===== config.mk =====
export PLATFORM = sky130hd
export DESIGN_NAME = cpu_display_scan
export DESIGN_NICKNAME = d
export VERILOG_FILES = /design/src/rtl/disp_pkg.sv /design/src/rtl/hex_to_seg7.sv /design/src/rtl/cpu_display_scan.sv
export SDC_FILE = /design/constraint.sdc
export NUM_CORES = 1
export LEC_CHECK = 0
export BUFFER_PORTS_ARGS = -buffer_cell sky130_fd_sc_hd__buf_2
export CAP_MARGIN = 20
export CORE_AREA = 3 3 61 91
export DETAILED_ROUTE_END_ITERATION = 8
export DIE_AREA = 0 0 64 94
export MAX_ROUTING_LAYER = met4
export PLACE_DENSITY = 0.81
export SETUP_SLACK_MARGIN = 0.15
export SLEW_MARGIN = 20
export SYNTH_ARGS = -nofsm -noshare
export SYNTH_HDL_FRONTEND = slang
export SYNTH_SLANG_ARGS = --single-unit

===== constraint.sdc =====
create_clock -name clk -period 7 [get_ports clk]
set_input_delay 0 -clock clk [delete_from_list [all_inputs] [get_ports clk]]
set_output_delay 0 -clock clk [all_outputs]
set_load 0.005 [all_outputs]

===== src/rtl/disp_pkg.sv =====
// rtl/disp_pkg.sv - shared types and constants for the seven-segment scan driver
package disp_pkg;

    typedef enum logic {
        BLANK = 1'b0,
        DRIVE = 1'b1
    } scan_state_t;

    typedef logic [1:0] digit_idx_t;

    localparam logic [6:0] SEG_BLANK = 7'h7F;
    localparam logic [3:0] AN_OFF    = 4'hF;

    // Active-low {g,f,e,d,c,b,a} patterns for hex digits 0..F
    localparam logic [6:0] HEX_SEG [16] = '{
        7'h40, 7'h79, 7'h24, 7'h30, 7'h19, 7'h12, 7'h02, 7'h78,
        7'h00, 7'h10, 7'h08, 7'h03, 7'h46, 7'h21, 7'h06, 7'h0E
    };

endpackage


===== src/rtl/hex_to_seg7.sv =====
// rtl/hex_to_seg7.sv - combinational hex nibble to active-low seven-segment decode
module hex_to_seg7
    import disp_pkg::*;
(
    input  logic [3:0] nibble,
    output logic [6:0] seg
);

    assign seg = HEX_SEG[nibble];

endmodule


===== src/rtl/cpu_display_scan.sv =====
// rtl/cpu_display_scan.sv - four-digit multiplexed display of pc/prog/acc with frame-aligned snapshots
// Optional DISP_HEARTBEAT_EN: dp on digit 0 shows a heartbeat that toggles per snapshot load.
module cpu_display_scan #(
    parameter int REFRESH_DIV  = 50000,
    parameter int BLANK_CYCLES = 64
) (
    input  logic       clk,
    input  logic       rst,
    input  logic       cpu_tick,
    input  logic [3:0] pc,
    input  logic [7:0] prog,
    input  logic [3:0] acc,
    output logic [6:0] seg,
    output logic [3:0] an,
    output logic       dp
);

    import disp_pkg::*;

    localparam int CNT_W = (REFRESH_DIV > 1) ? $clog2(REFRESH_DIV) : 1;
    localparam logic [CNT_W-1:0] BLANK_LAST = CNT_W'(BLANK_CYCLES - 1);
    localparam logic [CNT_W-1:0] SLOT_LAST  = CNT_W'(REFRESH_DIV - 1);

    scan_state_t      state, stateNext;
    digit_idx_t       digitIdx, digitNext;
    logic [CNT_W-1:0] slotCnt, cntNext;
    logic [6:0]       segNext, decSeg;
    logic [3:0]       anNext, curNibble;
    logic             frameEnd;

    // Word layout {pc, prog, acc} puts digit d at bits [4d+3:4d]
    logic [15:0] stageReg, dispReg, liveWord;
    logic        pending;

    assign liveWord  = {pc, prog, acc};
    assign curNibble = dispReg[{digitIdx, 2'b00} +: 4];

    hex_to_seg7 uDec (
        .nibble(curNibble),
        .seg   (decSeg)
    );

    always_comb begin
        stateNext = state;
        digitNext = digitIdx;
        cntNext   = slotCnt + 1'b1;
        segNext   = SEG_BLANK;
        anNext    = AN_OFF;
        frameEnd  = 1'b0;
        case (state)
            BLANK: begin
                if (slotCnt == BLANK_LAST) begin
                    stateNext = DRIVE;
                end
            end
            DRIVE: begin
                if (slotCnt == SLOT_LAST) begin
                    stateNext = BLANK;
                    digitNext = digitIdx - 2'd1;
                    cntNext   = '0;
                    frameEnd  = (digitIdx == 2'd0);
                end
            end
        endcase
        if (stateNext == DRIVE) begin
            anNext  = ~(4'b0001 << digitNext);
            segNext = decSeg;
        end
    end

    always_ff @(posedge clk or posedge rst) begin
        if (rst) begin
            state    <= BLANK;
            digitIdx <= 2'd3;
            slotCnt  <= '0;
            seg      <= SEG_BLANK;
            an       <= AN_OFF;
        end else begin
            state    <= stateNext;
            digitIdx <= digitNext;
            slotCnt  <= cntNext;
            seg      <= segNext;
            an       <= anNext;
        end
    end

    // A tick on the boundary cycle bypasses the stage so latency can be one cycle
    always_ff @(posedge clk or posedge rst) begin
        if (rst) begin
            stageReg <= '0;
            dispReg  <= '0;
            pending  <= 1'b0;
        end else begin
            if (cpu_tick) begin
                stageReg <= liveWord;
            end
            if (frameEnd) begin
                if (cpu_tick) begin
                    dispReg <= liveWord;
                end else if (pending) begin
                    dispReg <= stageReg;
                end
                pending <= 1'b0;
            end else if (cpu_tick) begin
                pending <= 1'b1;
            end
        end
    end

`ifdef DISP_HEARTBEAT_EN
    logic heartbeat;
    logic dpNext;

    always_comb begin
        dpNext = 1'b1;
        if (stateNext == DRIVE && digitNext == 2'd0) begin
            dpNext = ~heartbeat;
        end
    end

    always_ff @(posedge clk or posedge rst) begin
        if (rst) begin
            heartbeat <= 1'b0;
            dp        <= 1'b1;
        end else begin
            if (frameEnd && (cpu_tick || pending)) begin
                heartbeat <= ~heartbeat;
            end
            dp <= dpNext;
        end
    end
`else
    assign dp = 1'b1;
`endif

endmodule


==> results of run 1 <==
-- worst min-delay path: stages --
cell and delay, ns:
buf_2 0.22, nor2_1 0.19, a31oi_1 0.06
-- how the worst max path moves through the flow --
stage	start	end	slack, ns	cells after the start
after CTS	slotCnt[0]$_DFF_PP0_	dispReg[10]$_DFFE_PP0P_	4.54	5
final	slotCnt[0]$_DFF_PP0_	dispReg[10]$_DFFE_PP0P_	4.57	5
after global routing	slotCnt[0]$_DFF_PP0_	dispReg[14]$_DFFE_PP0P_	4.32	5
after detailed placement	slotCnt[0]$_DFF_PP0_	dispReg[7]$_DFFE_PP0P_	4.59	5
after global placement	slotCnt[10]$_DFF_PP0_	dispReg[1]$_DFFE_PP0P_	4.69	4
after floorplan	slotCnt[10]$_DFF_PP0_	an[0]$_DFF_PP1_	4.82	4
-- cells by family (layout without fill, tap and decap cells) --
family | Yosys count | in the layout
muxes | 39 | 39
DFF | 63 | 63
xor gates and xnor gates | 12 | 12
other | 1 | 1
adders and majority gates | 8 | 8
buffers and inverters | 22 | 76
AOI/OAI and AO/OA | 28 | 28
and+or+nand+nor | 67 | 67
-- registers in the layout, summed over array words and instances (netlist names) --
name and count:
pending 1, state 1, slotCnt 16, dispReg 16
an 4, stageReg 16, seg 7, digitIdx 2
-- metrics by stage --
stage               worst slack (ns)  instance area (um2)  total power (W)  util [%]
finish                          4.57                 3590         0.000788      74.0
global route                    4.32                 3590         0.000813      74.0
CTS                             4.54                 3590         0.000791      74.0
detailed placement              4.59                 3180         0.000410      65.6
global placement                4.69                 3180         0.000409      65.6
floorplan                       4.82                 2990         0.000400         -
-- cell usage after synthesis (all sizes together), types with 5 or more instances --
master   n  area, um2
clkbuf   7       36.3
nor2    12       45.0
mux2    33        372
dfstp   13        342
and2     5       31.3
ha       8        100
inv     11       41.3
nand3    6       30.0
nand2   11       41.3
xnor2    8       70.1
o22ai    5       31.3
dfrtp   50       1250
-- routing by layer --
layer | vias up | global-route usage [%] | part of all wire [%] | wire length [um]
li1 | 960 | - | - | -
met1 | 1014 | 23.1 | 41 | 2300
met2 | 55 | 35.2 | 52 | 2900
met3 | 20 | 5.15 | 3.8 | 211
met4 | 0 | 12.8 | 3.0 | 169
met5 | - | - | 0 | 0
-- what timing repair did --
action,4_1_cts,5_1_grt
setup endpoints to repair,0,0
endpoints found under the hold margin,66,0
setup buffers,0,0
hold buffers,17,0
-- power by group through the flow --
stage	clock, W	combinational, W	sequential [W]
after floorplan	0	0.0000186	0.000381
after global placement	0	0.0000271	0.000382
after detailed placement	0	0.0000274	0.000382
after CTS	0.000381	0.0000348	0.000376
after global routing	0.000398	0.0000383	0.000377
final	0.000379	0.0000340	0.000376
-- layout make-up --
cell class	count	area, um2
multi-input cells	155	1300
fillers	312	1260
well taps	66	82.6
inverters	11	41.3
clock buffers	10	128
clock inverters	6	109
repair buffers	49	338
flip-flops and latches	63	1590
==> impl_metrics.py, run 1 <==
metrics = {
    "routing": {
        "drt-wirelength-per-cell_um": 15.5,
        "drc": 0,
        "wirelength_um": 5580,
        "drt_iter0_drc": 92,
        "via_per_inst": 5.69,
        "dr.pass1.iters": 4,
        "vias": 2049,
        "drtAntennaViolNets": 0,
    },
    "yosys": {
        "synth_top_family_by_area": "multiplexers",
        "ys_ff_latch": 63,
        "synthSimpleGateAreaFrac_pct": 13.5,
        "synth_mux_area_share_pct": 16.1,
        "synth_xor_area_share_pct": 3.52,
        "syn_area_um2": 2990,
        "synth_adder_area_share_pct": 3.35,
        "avgSynthCellArea_um2": 12.5,
        "synth_cell_types": 53,
        "synth_edf_count": 0,
        "synth-main-ff-cell": "dfrtp_1",
        "ys_seq_area_share_pct": 53.3,
        "synthCells": 240,
        "syn-num-nets": 267,
        "synth_compound_area_share_pct": 6.74,
        "synth-async-reset-ratio_pct": 100,
        "yosysWarnings": 0,
    },
    "pwr": {
        "clockPowerShare_pct": 48.0,
        "leakage_nw": 1.56,
        "worst_ir_drop_vdd_mv": 0.162,
        "p_per_area_nw_per_um2": 220,
        "sw_frac_of_total_pct": 20.4,
        "p_int_w": 0.000628,
        "switchingPower_w": 0.000161,
        "p_seq_share_pct": 47.6,
        "comb_power_share_pct": 4.3,
    },
    "clocking": {
        "clkLatencyLatePin_ns": 0.35,
        "cts-resized-gates": 0,
        "cts_tree": "built",
        "cts_made_buffers": 9,
        "numClockSinks": 63,
        "cts_root_buf": "clkbuf_8",
        "clockBufferDepth": 2,
        "htree_levels": 3,
        "cts.reportedPaths.clkPinSlew_ns": 0.07,
    },
    "layout": {
        "final_common_cell": "dfrtp_1",
        "drive_gt1_share_pct": 35.7,
        "final_cell_mix": "dfrtp_1 (50), mux2_2 (33), buf_2 (29)",
        "area_growth_pct": 20.0,
        "layoutNonFillerInstCount": 360,
        "final_nets": 316,
        "antenna_cells": 0,
    },
    "die": {
        "die_x_um": 64,
        "num_rows": 31,
        "dieArea_um2": 6020,
        "io_pins": 31,
        "fp.dieH_um": 94,
        "coreArea_um2": 4850,
        "initial_utilization_pct": 61.7,
    },
    "min_path": {
        "hp-class": "in -> reg",
        "whs_path_depth": 3,
        "whs_endpoint": "pending$_DFFE_PP0P_",
        "min_from": "cpu_tick",
    },
    "sta": {
        "slew_headroom_pct": 38.1,
        "period_share_pct": 34.8,
        "timing.final.hold_violations": 0,
        "max_freq_ghz": 0.411,
        "worst_pin_slew_ns": 0.929,
        "setup_viol": 0,
        "skew_ns": 0.00993,
        "rsz0062_at_grt": "no",
        "period_minus_slack_ns": 2.43,
        "holdWs_ns": 0.172,
        "drv_slew": 0,
        "setup_tns_ns": 0,
    },
    "job": {
        "drv_cap": 0,
    },
    "placement": {
        "portBuffers": 29,
        "gp_congestion": 0.867,
        "place_hpwl_um": 3590,
        "dp_cells": 327,
    },
    "critical_path": {
        "cp_slowest_stage_delay_ns": 0.60,
        "critPathRequiredTime_ns": 7.23,
        "reg2reg_depth": 5,
        "cpMaxStageDelayCell": "nor3_1",
        "path_delay_family": "simple AND/OR/NAND/NOR gates",
        "r2r_start": "slotCnt[0]$_DFF_PP0_",
        "setup.worst_path.class": "reg -> reg",
        "r2r_setup_slack_ns": 4.57,
        "cp.arrival_ns": 2.66,
        "path_cells": "ha_1 > nand3_1 > nor3_1 > nand4b_2 > mux2_2",
        "reg2reg_to": "dispReg[10]$_DFFE_PP0P_",
        "cp-start-kind": "register",
        "critPathBufInv": 0,
        "cp_max_fo": 16,
        "cp-end-kind": "register",
    },
    "global_routing": {
        "first_global_vias": 2145,
        "antenna_found_initial": 0,
        "grt_pass1_wl_um": 9470,
        "grt_max_degree": 64,
        "gr-usage-all-layers_pct": 21.3,
        "overflow": 0,
    },
    "status": {
        "outcome": "completed",
    },
}
Power figures use the tool's default switching activity.
==> inputs of run 2 (changes only) <==
--- a/config.mk
+++ b/config.mk
@@ -5,13 +5,14 @@
 export SDC_FILE = /design/constraint.sdc
 export NUM_CORES = 1
 export LEC_CHECK = 0
+export ABC_AREA = 1
 export BUFFER_PORTS_ARGS = -buffer_cell sky130_fd_sc_hd__buf_2
 export CAP_MARGIN = 20
-export CORE_AREA = 3 3 61 91
+export CORE_AREA = 3 3 68 101
 export DETAILED_ROUTE_END_ITERATION = 8
-export DIE_AREA = 0 0 64 94
+export DIE_AREA = 0 0 71 104
 export MAX_ROUTING_LAYER = met4
-export PLACE_DENSITY = 0.81
+export PLACE_DENSITY = 0.73
 export SETUP_SLACK_MARGIN = 0.15
 export SLEW_MARGIN = 20
 export SYNTH_ARGS = -nofsm -noshare
==> constraint.sdc (replaced) <==
create_clock -name clk -period 2 [get_ports clk]
set_input_delay 0 -clock clk [delete_from_list [all_inputs] [get_ports clk]]
set_output_delay 0 -clock clk [all_outputs]
set_load 0.005 [all_outputs]
==> run 2 against run 1 <==
Final area is 4.5% higher. Critical path type unchanged. Largest cell class unchanged. Critical endpoint is now seg[3]$_DFF_PP1_. First-iteration DRC count is 78% higher. Sequential share of layout area is 1.9 points lower.
==> impl_metrics.py, run 2 <==
metrics = {
    "clocking": {
        "clockBufferDepth": 2,
        "cts_made_buffers": 9,
        "cts.reportedPaths.clkPinSlew_ns": 0.07,
        "clkLatencyLatePin_ns": 0.36,
        "cts_tree": "built",
        "cts_root_buf": "clkbuf_8",
        "numClockSinks": 63,
        "htree_levels": 3,
    },
    "yosys": {
        "yosysMostFrequentCell": "nand2_1",
        "synth-async-reset-ratio_pct": 100,
        "synth_area_leader_cell": "dfrtp_1",
        "synthSimpleGateAreaFrac_pct": 36.9,
        "synth-main-ff-cell": "dfrtp_1",
        "synth_xor_area_share_pct": 1.92,
        "ys_top_cells_by_count": "nand2_1 (158), dfrtp_1 (50), nand3_1 (30), inv_1 (27), nand4_1 (23)",
        "yosysWarnings": 0,
        "synth_mux_area_share_pct": 0,
        "ys_ff_latch": 63,
        "synth_area_leaders": "dfrtp_1 (39%), nand2_1 (19%), dfstp_2 (11%), nand3_1 (4.7%), nand4_1 (4.5%)",
        "ys_seq_area_share_pct": 50.0,
        "synth_compound_area_share_pct": 1.34,
        "synth_cell_types": 29,
        "syn_area_um2": 3190,
        "avgSynthCellArea_um2": 8.17,
        "syn-num-nets": 417,
        "synth_edf_count": 0,
        "synthCells": 390,
        "synth_top_area_share_pct": 39.3,
        "synth_top_family_by_area": "simple AND/OR/NAND/NOR gates",
        "synth_adder_area_share_pct": 3.14,
    },
    "die": {
        "dieArea_um2": 7380,
        "fp.dieH_um": 104,
        "coreArea_um2": 6130,
        "initial_utilization_pct": 52.0,
        "die_x_um": 71,
        "num_rows": 35,
        "io_pins": 31,
    },
    "min_path": {
        "whs_endpoint": "stageReg[10]$_DFFE_PP0P_",
        "min_from": "cpu_tick",
        "whs_path_depth": 3,
        "hp-class": "in -> reg",
    },
    "layout": {
        "reg.largest.list": "dispReg: 16 flops, slotCnt: 16 flops, stageReg: 16 flops",
        "drive_gt1_share_pct": 20.8,
        "final_common_cell": "nand2_1",
        "final_util_pct": 61.1,
        "fillers": 559,
        "final_cell_mix": "nand2_1 (158), dfrtp_1 (50), nand3_1 (30)",
        "area_growth_pct": 17.7,
        "multiInputGateArea_um2": 1390,
        "layoutNonFillerInstCount": 517,
        "antenna_cells": 0,
        "final-seq-area_um2": 1590,
        "final_nets": 465,
    },
    "placement": {
        "place_hpwl_um": 4420,
        "portBuffers": 29,
        "gp_congestion": 0.912,
        "pre_cts_slack_ns": 0.178,
        "dp_cells": 481,
    },
    "sta": {
        "holdWs_ns": 0.0501,
        "period_minus_slack_ns": 1.79,
        "drv_slew": 0,
        "period_share_pct": 89.7,
        "setup_tns_ns": 0,
        "worst_pin_slew_ns": 0.624,
        "timing.final.hold_violations": 0,
        "max_freq_ghz": 0.557,
        "skew_ns": 0.00730,
        "setup_ws_ns": 0.205,
        "slew_headroom_pct": 58.4,
        "setup_viol": 0,
        "rsz0062_at_grt": "yes",
    },
    "critical_path": {
        "reg2reg_to": "seg[3]$_DFF_PP1_",
        "r2r_setup_slack_ns": 0.21,
        "r2r_start": "digitIdx[0]$_DFF_PP1_",
        "cp.arrival_ns": 2.08,
        "cp-end-kind": "register",
        "cp-start-kind": "register",
        "cp_max_fo": 5,
        "reg2reg_depth": 10,
        "setup.worst_path.class": "reg -> reg",
        "critPathRequiredTime_ns": 2.29,
    },
    "routing": {
        "drtAntennaViolNets": 0,
        "drc": 0,
        "drt_iter0_drc": 164,
        "via_per_inst": 4.97,
        "wirelength_um": 6140,
        "vias": 2568,
        "dr.pass1.iters": 4,
        "drt-wirelength-per-cell_um": 11.9,
    },
    "status": {
        "outcome": "completed",
    },
    "global_routing": {
        "overflow": 0,
        "grt_pass1_wl_um": 11000,
        "gr-usage-all-layers_pct": 19.1,
        "antenna_found_initial": 0,
        "first_global_vias": 2502,
        "grt_max_degree": 36,
    },
    "pwr": {
        "worst_ir_drop_vdd_mv": 0.462,
        "leakage_nw": 1.92,
        "p_per_area_nw_per_um2": 667,
    },
    "job": {
        "drv_cap": 0,
    },
}
## run 2: cell types whose count changed in the layout (fill, tap and decap cells not counted), moves of 5 or more
cell,change
nand4_1,+22
nand3_1,+24
mux2_2,-33
inv_1,+16
and2_1,-5
inv_2,+8
nor2_1,+7
nand2_2,+6
nand2_1,+147
xnor2_1,-5
o22ai_1,-5
## run 2: timing repair
item                                   CTS  global route
setup endpoints to repair                0            23
endpoints found under the hold margin   35             0
hold buffers                            17             0
setup buffers                            0             3
gates resized for setup                  0             1
## run 2: power breakdown
| part | total [W] | internal (W) | switching (W) |
|---|---|---|---|
| combinational | 0.000117 | 0.0000510 | 0.0000658 |
| sequential | 0.00131 | 0.00130 | 0.00000811 |
| clock | 0.00107 | 0.000565 | 0.000506 |
| total | 0.00250 | 0.00192 | 0.000580 |
## run 2: routing by layer
layer	vias to the layer above	GRT usage, %	wire length (um)
li1	1326	-	-
met1	1175	20.8	2580
met2	55	32.3	3180
met3	12	5.22	265
met4	0	7.80	123
met5	-	-	0
## run 2: area by class of cell
cell class | instances | area share, %
timing repair buffer | 50 | 9.55
inverter | 35 | 3.50
clock buffer | 9 | 3.30
sequential | 63 | 42.5
multi-input combinational | 279 | 37.0
clock inverter | 7 | 1.70
tap | 74 | 2.47
## run 2: worst max-delay path by stage
stage	startpoint	end	slack, ns	depth (start not counted)
5_1_grt	digitIdx[0]$_DFF_PP1_	seg[3]$_DFF_PP1_	0.04	10
6_report	digitIdx[0]$_DFF_PP1_	seg[3]$_DFF_PP1_	0.21	10
4_1_cts	digitIdx[0]$_DFF_PP1_	seg[3]$_DFF_PP1_	0.16	10
3_5_place_dp	digitIdx[0]$_DFF_PP1_	dispReg[5]$_DFFE_PP0P_	0.18	5
3_3_place_gp	digitIdx[0]$_DFF_PP1_	seg[3]$_DFF_PP1_	0.19	10
2_1_floorplan	digitIdx[0]$_DFF_PP1_	seg[3]$_DFF_PP1_	0.34	10
## run 2: cell families (layout without fill, tap and decap cells)
| logic type | after synthesis | count (layout) |
|---|---|---|
| compound gates | 8 | 8 |
| xor+xnor | 7 | 7 |
| fa+ha+maj | 8 | 8 |
| buf+inv | 48 | 101 |
| flops | 63 | 63 |
| other cells | 1 | 1 |
| simple gates | 255 | 255 |
## run 2: critical path: stages, from the launching register on
cell and delay, ns:
dfstp_2 0.57, buf_4 0.13, nand2_1 0.05, nand2_1 0.06, nand2_1 0.05, nand2_1 0.13, inv_1 0.12, ha_1 0.31
o21ai_0 0.17, nand2_1 0.07, nand3_1 0.08
## run 2: metrics by stage
stage          instance area (um2)  total power, W
2_1_floorplan                 3190         0.00139
3_3_place_gp                  3370         0.00143
3_5_place_dp                  3370         0.00143
4_1_cts                       3720         0.00252
5_1_grt                       3750         0.00259
6_report                      3750         0.00250
==> inputs of run 3 (changes only) <==
--- a/config.mk
+++ b/config.mk
@@ -5,14 +5,14 @@
 export SDC_FILE = /design/constraint.sdc
 export NUM_CORES = 1
 export LEC_CHECK = 0
-export ABC_AREA = 1
+export ABC_AREA = 0
 export BUFFER_PORTS_ARGS = -buffer_cell sky130_fd_sc_hd__buf_2
 export CAP_MARGIN = 20
 export CORE_AREA = 3 3 68 101
 export DETAILED_ROUTE_END_ITERATION = 8
 export DIE_AREA = 0 0 71 104
 export MAX_ROUTING_LAYER = met4
-export PLACE_DENSITY = 0.73
+export PLACE_DENSITY = 0.69
 export SETUP_SLACK_MARGIN = 0.15
 export SLEW_MARGIN = 20
 export SYNTH_ARGS = -nofsm -noshare
==> run 3 against run 2 <==
Final area increased by 11%. Final cell count decreased by 22%. Flip-flop and latch count unchanged. Largest power group unchanged. Non-clock buffer count increased by 32. Highest routed layer unchanged. The run now ends with negative setup slack left. Clock skew increased by 0.0050 ns. Sequential share of layout area decreased by 4.2 points. Total power increased by 3.3%. Die area unchanged. Global-route usage increased by 2.2 points. Clock power increased by 7%. First-iteration DRC count decreased by 35%.
==> impl_metrics.py, run 3 (synthesis results as in run 1) <==
metrics = {
    "sta": {
        "holdWs_ns": 0.0299,
        "drv_slew": 0,
        "rsz0062_at_grt": "yes",
        "period_minus_slack_ns": 2.01,
        "setup_tns_ns": -0.00751,
        "max_freq_ghz": 0.498,
        "timing.final.hold_violations": 0,
        "setup_viol": 1,
        "period_share_pct": 100,
        "skew_ns": 0.0123,
        "setup_ws_ns": -0.00751,
    },
    "routing": {
        "met2WireLength_um": 3940,
        "drc": 0,
        "dr.pass1.iters": 4,
        "drt-wirelength-per-cell_um": 17.5,
        "drt_iter0_drc": 107,
        "wl_met1_um": 2690,
        "via_per_inst": 5.50,
        "dr.max_layer_used": "met4",
        "drtAntennaViolNets": 0,
        "vias": 2212,
        "wirelength_um": 7040,
        "wl_met3_um": 206,
    },
    "clocking": {
        "clockBufferDepth": 2,
        "numClockSinks": 63,
        "cts_root_buf": "clkbuf_8",
        "cts.reportedPaths.clkPinSlew_ns": 0.08,
        "cts_made_buffers": 9,
        "cts_tree": "built",
        "clkLatencyLatePin_ns": 0.35,
        "htree_levels": 3,
    },
    "critical_path": {
        "path_cells": "or4_4 > or3_4 > or4_4 > a2bb2o_4",
        "r2r_start": "slotCnt[13]$_DFF_PP0_",
        "critPathBufInv": 0,
        "cp-end-kind": "register",
        "path_depth": 4,
        "r2r_setup_slack_ns": -0.008,
        "cp-start-kind": "register",
        "crit_start": "slotCnt[13]$_DFF_PP0_",
        "cp_slowest_stage_delay_ns": 0.56,
        "cp_common_cell": "or4_4",
        "reg2reg_depth": 4,
        "critPathRequiredTime_ns": 2.28,
        "setup.worst_path.class": "reg -> reg",
        "cp.arrival_ns": 2.29,
        "cpMaxStageDelayCell": "or4_4",
        "crit_end": "an[0]$_DFF_PP1_",
        "path_delay_family": "simple AND/OR/NAND/NOR gates",
        "reg2reg_to": "an[0]$_DFF_PP1_",
        "cp_max_fo": 5,
    },
    "pwr": {
        "total_power_w": 0.00258,
        "p_per_area_nw_per_um2": 621,
        "worst_ir_drop_vdd_mv": 0.374,
        "leakage_nw": 1.86,
    },
    "layout": {
        "layoutNonFillerInstCount": 402,
        "drive_gt1_share_pct": 52.1,
        "fin_area_um2": 4160,
        "fillers": 456,
        "final_common_cell": "dfrtp_1",
        "final_nets": 350,
        "reg.largest.list": "dispReg: 16 flops, slotCnt: 16 flops, stageReg: 16 flops",
        "area_growth_pct": 39.1,
        "antenna_cells": 0,
        "final_cell_mix": "dfrtp_1 (50), buf_2 (29), buf_4 (29)",
    },
    "placement": {
        "gp_congestion": 0.826,
        "place_hpwl_um": 4360,
        "portBuffers": 29,
        "dpl_cell_area_um2": 3450,
        "dp_cells": 359,
    },
    "status": {
        "outcome": "complete, but fails checks",
        "violations": "negative setup slack",
    },
    "global_routing": {
        "gr-usage-all-layers_pct": 21.2,
        "overflow": 0,
        "grt_pass1_wl_um": 11800,
        "first_global_vias": 2418,
        "grt_max_degree": 33,
        "antenna_found_initial": 0,
    },
    "job": {
        "drv_cap": 0,
    },
    "die": {
        "coreArea_um2": 6130,
        "initial_utilization_pct": 48.8,
        "dieArea_um2": 7380,
        "num_rows": 35,
        "fp.dieH_um": 104,
        "io_pins": 31,
        "die_x_um": 71,
    },
    "min_path": {
        "hp-class": "in -> reg",
    },
}
-- run 3: changes by cell type in the layout (fill, tap and decap cells not counted), sizes merged, moves of 16 or more --
cell   delta
inv      -21
mux2     +33
nand2   -154
buf      +31
nor2     -16
nand3    -27
nand4    -23
-- run 3: how the worst min path moves through the flow --
stage	startpoint	end	slack, ns	depth (start not counted)
2_1_floorplan	acc[0]	stageReg[0]$_DFFE_PP0P_	0.17	1
3_3_place_gp	rst	slotCnt[6]$_DFF_PP0_	-0.02	2
3_5_place_dp	rst	pending$_DFFE_PP0P_	-0.02	2
4_1_cts	cpu_tick	pending$_DFFE_PP0P_	0.03	3
5_1_grt	cpu_tick	pending$_DFFE_PP0P_	0.05	3
6_report	cpu_tick	pending$_DFFE_PP0P_	0.03	3
-- run 3: cell type report --
| type | instances | area (um2) | share of cell area (%) |
|---|---|---|---|
| Clock buffer | 9 | 124 | 2.98 |
| Clock inverter | 7 | 80.1 | 1.93 |
| Inverter | 11 | 48.8 | 1.17 |
| Multi-Input combinational cell | 156 | 1590 | 38.1 |
| Sequential cell | 63 | 1590 | 38.3 |
| Tap cell | 74 | 92.6 | 2.23 |
| Timing Repair Buffer | 82 | 634 | 15.3 |
-- run 3: what timing repair did --
item | 4_1_cts | 5_1_grt
hold buffers | 17 | 0
endpoints found under the hold margin | 42 | 0
pin swaps | 7 | 4
buffers inserted | 5 | 3
setup endpoints to repair | 35 | 39
resized for setup | 44 | 9
cloned | 2 | 0
-- run 3: routing by layer --
layer / track usage [%] / vias to the layer above
li1: - / 1036
met1: 22.7 / 1111
met2: 36.4 / 48
met3: 3.77 / 17
met4: 11.8 / 0
met5: - / -
-- run 3: where the power goes --
part	internal, W	total [W]	switching [W]
clock	0.000590	0.00114	0.000549
sequential	0.00131	0.00131	0.00000852
combinational	0.0000684	0.000128	0.0000600
-- run 3: through the flow --
step                worst slack [ns]  utilization [%]
CTS                         -0.00826             66.8
global placement             -0.0274             56.2
floorplan                     0.0257                -
global route                 -0.0477             67.8
detailed placement           -0.0682             56.2
finish                      -0.00751             67.8
-- run 3: worst register-to-register path, stage by stage, from the launching register on --
cell	delay [ns]
dfrtp_1	0.38
or4_4	0.56
or3_4	0.38
or4_4	0.42
a2bb2o_4	0.21
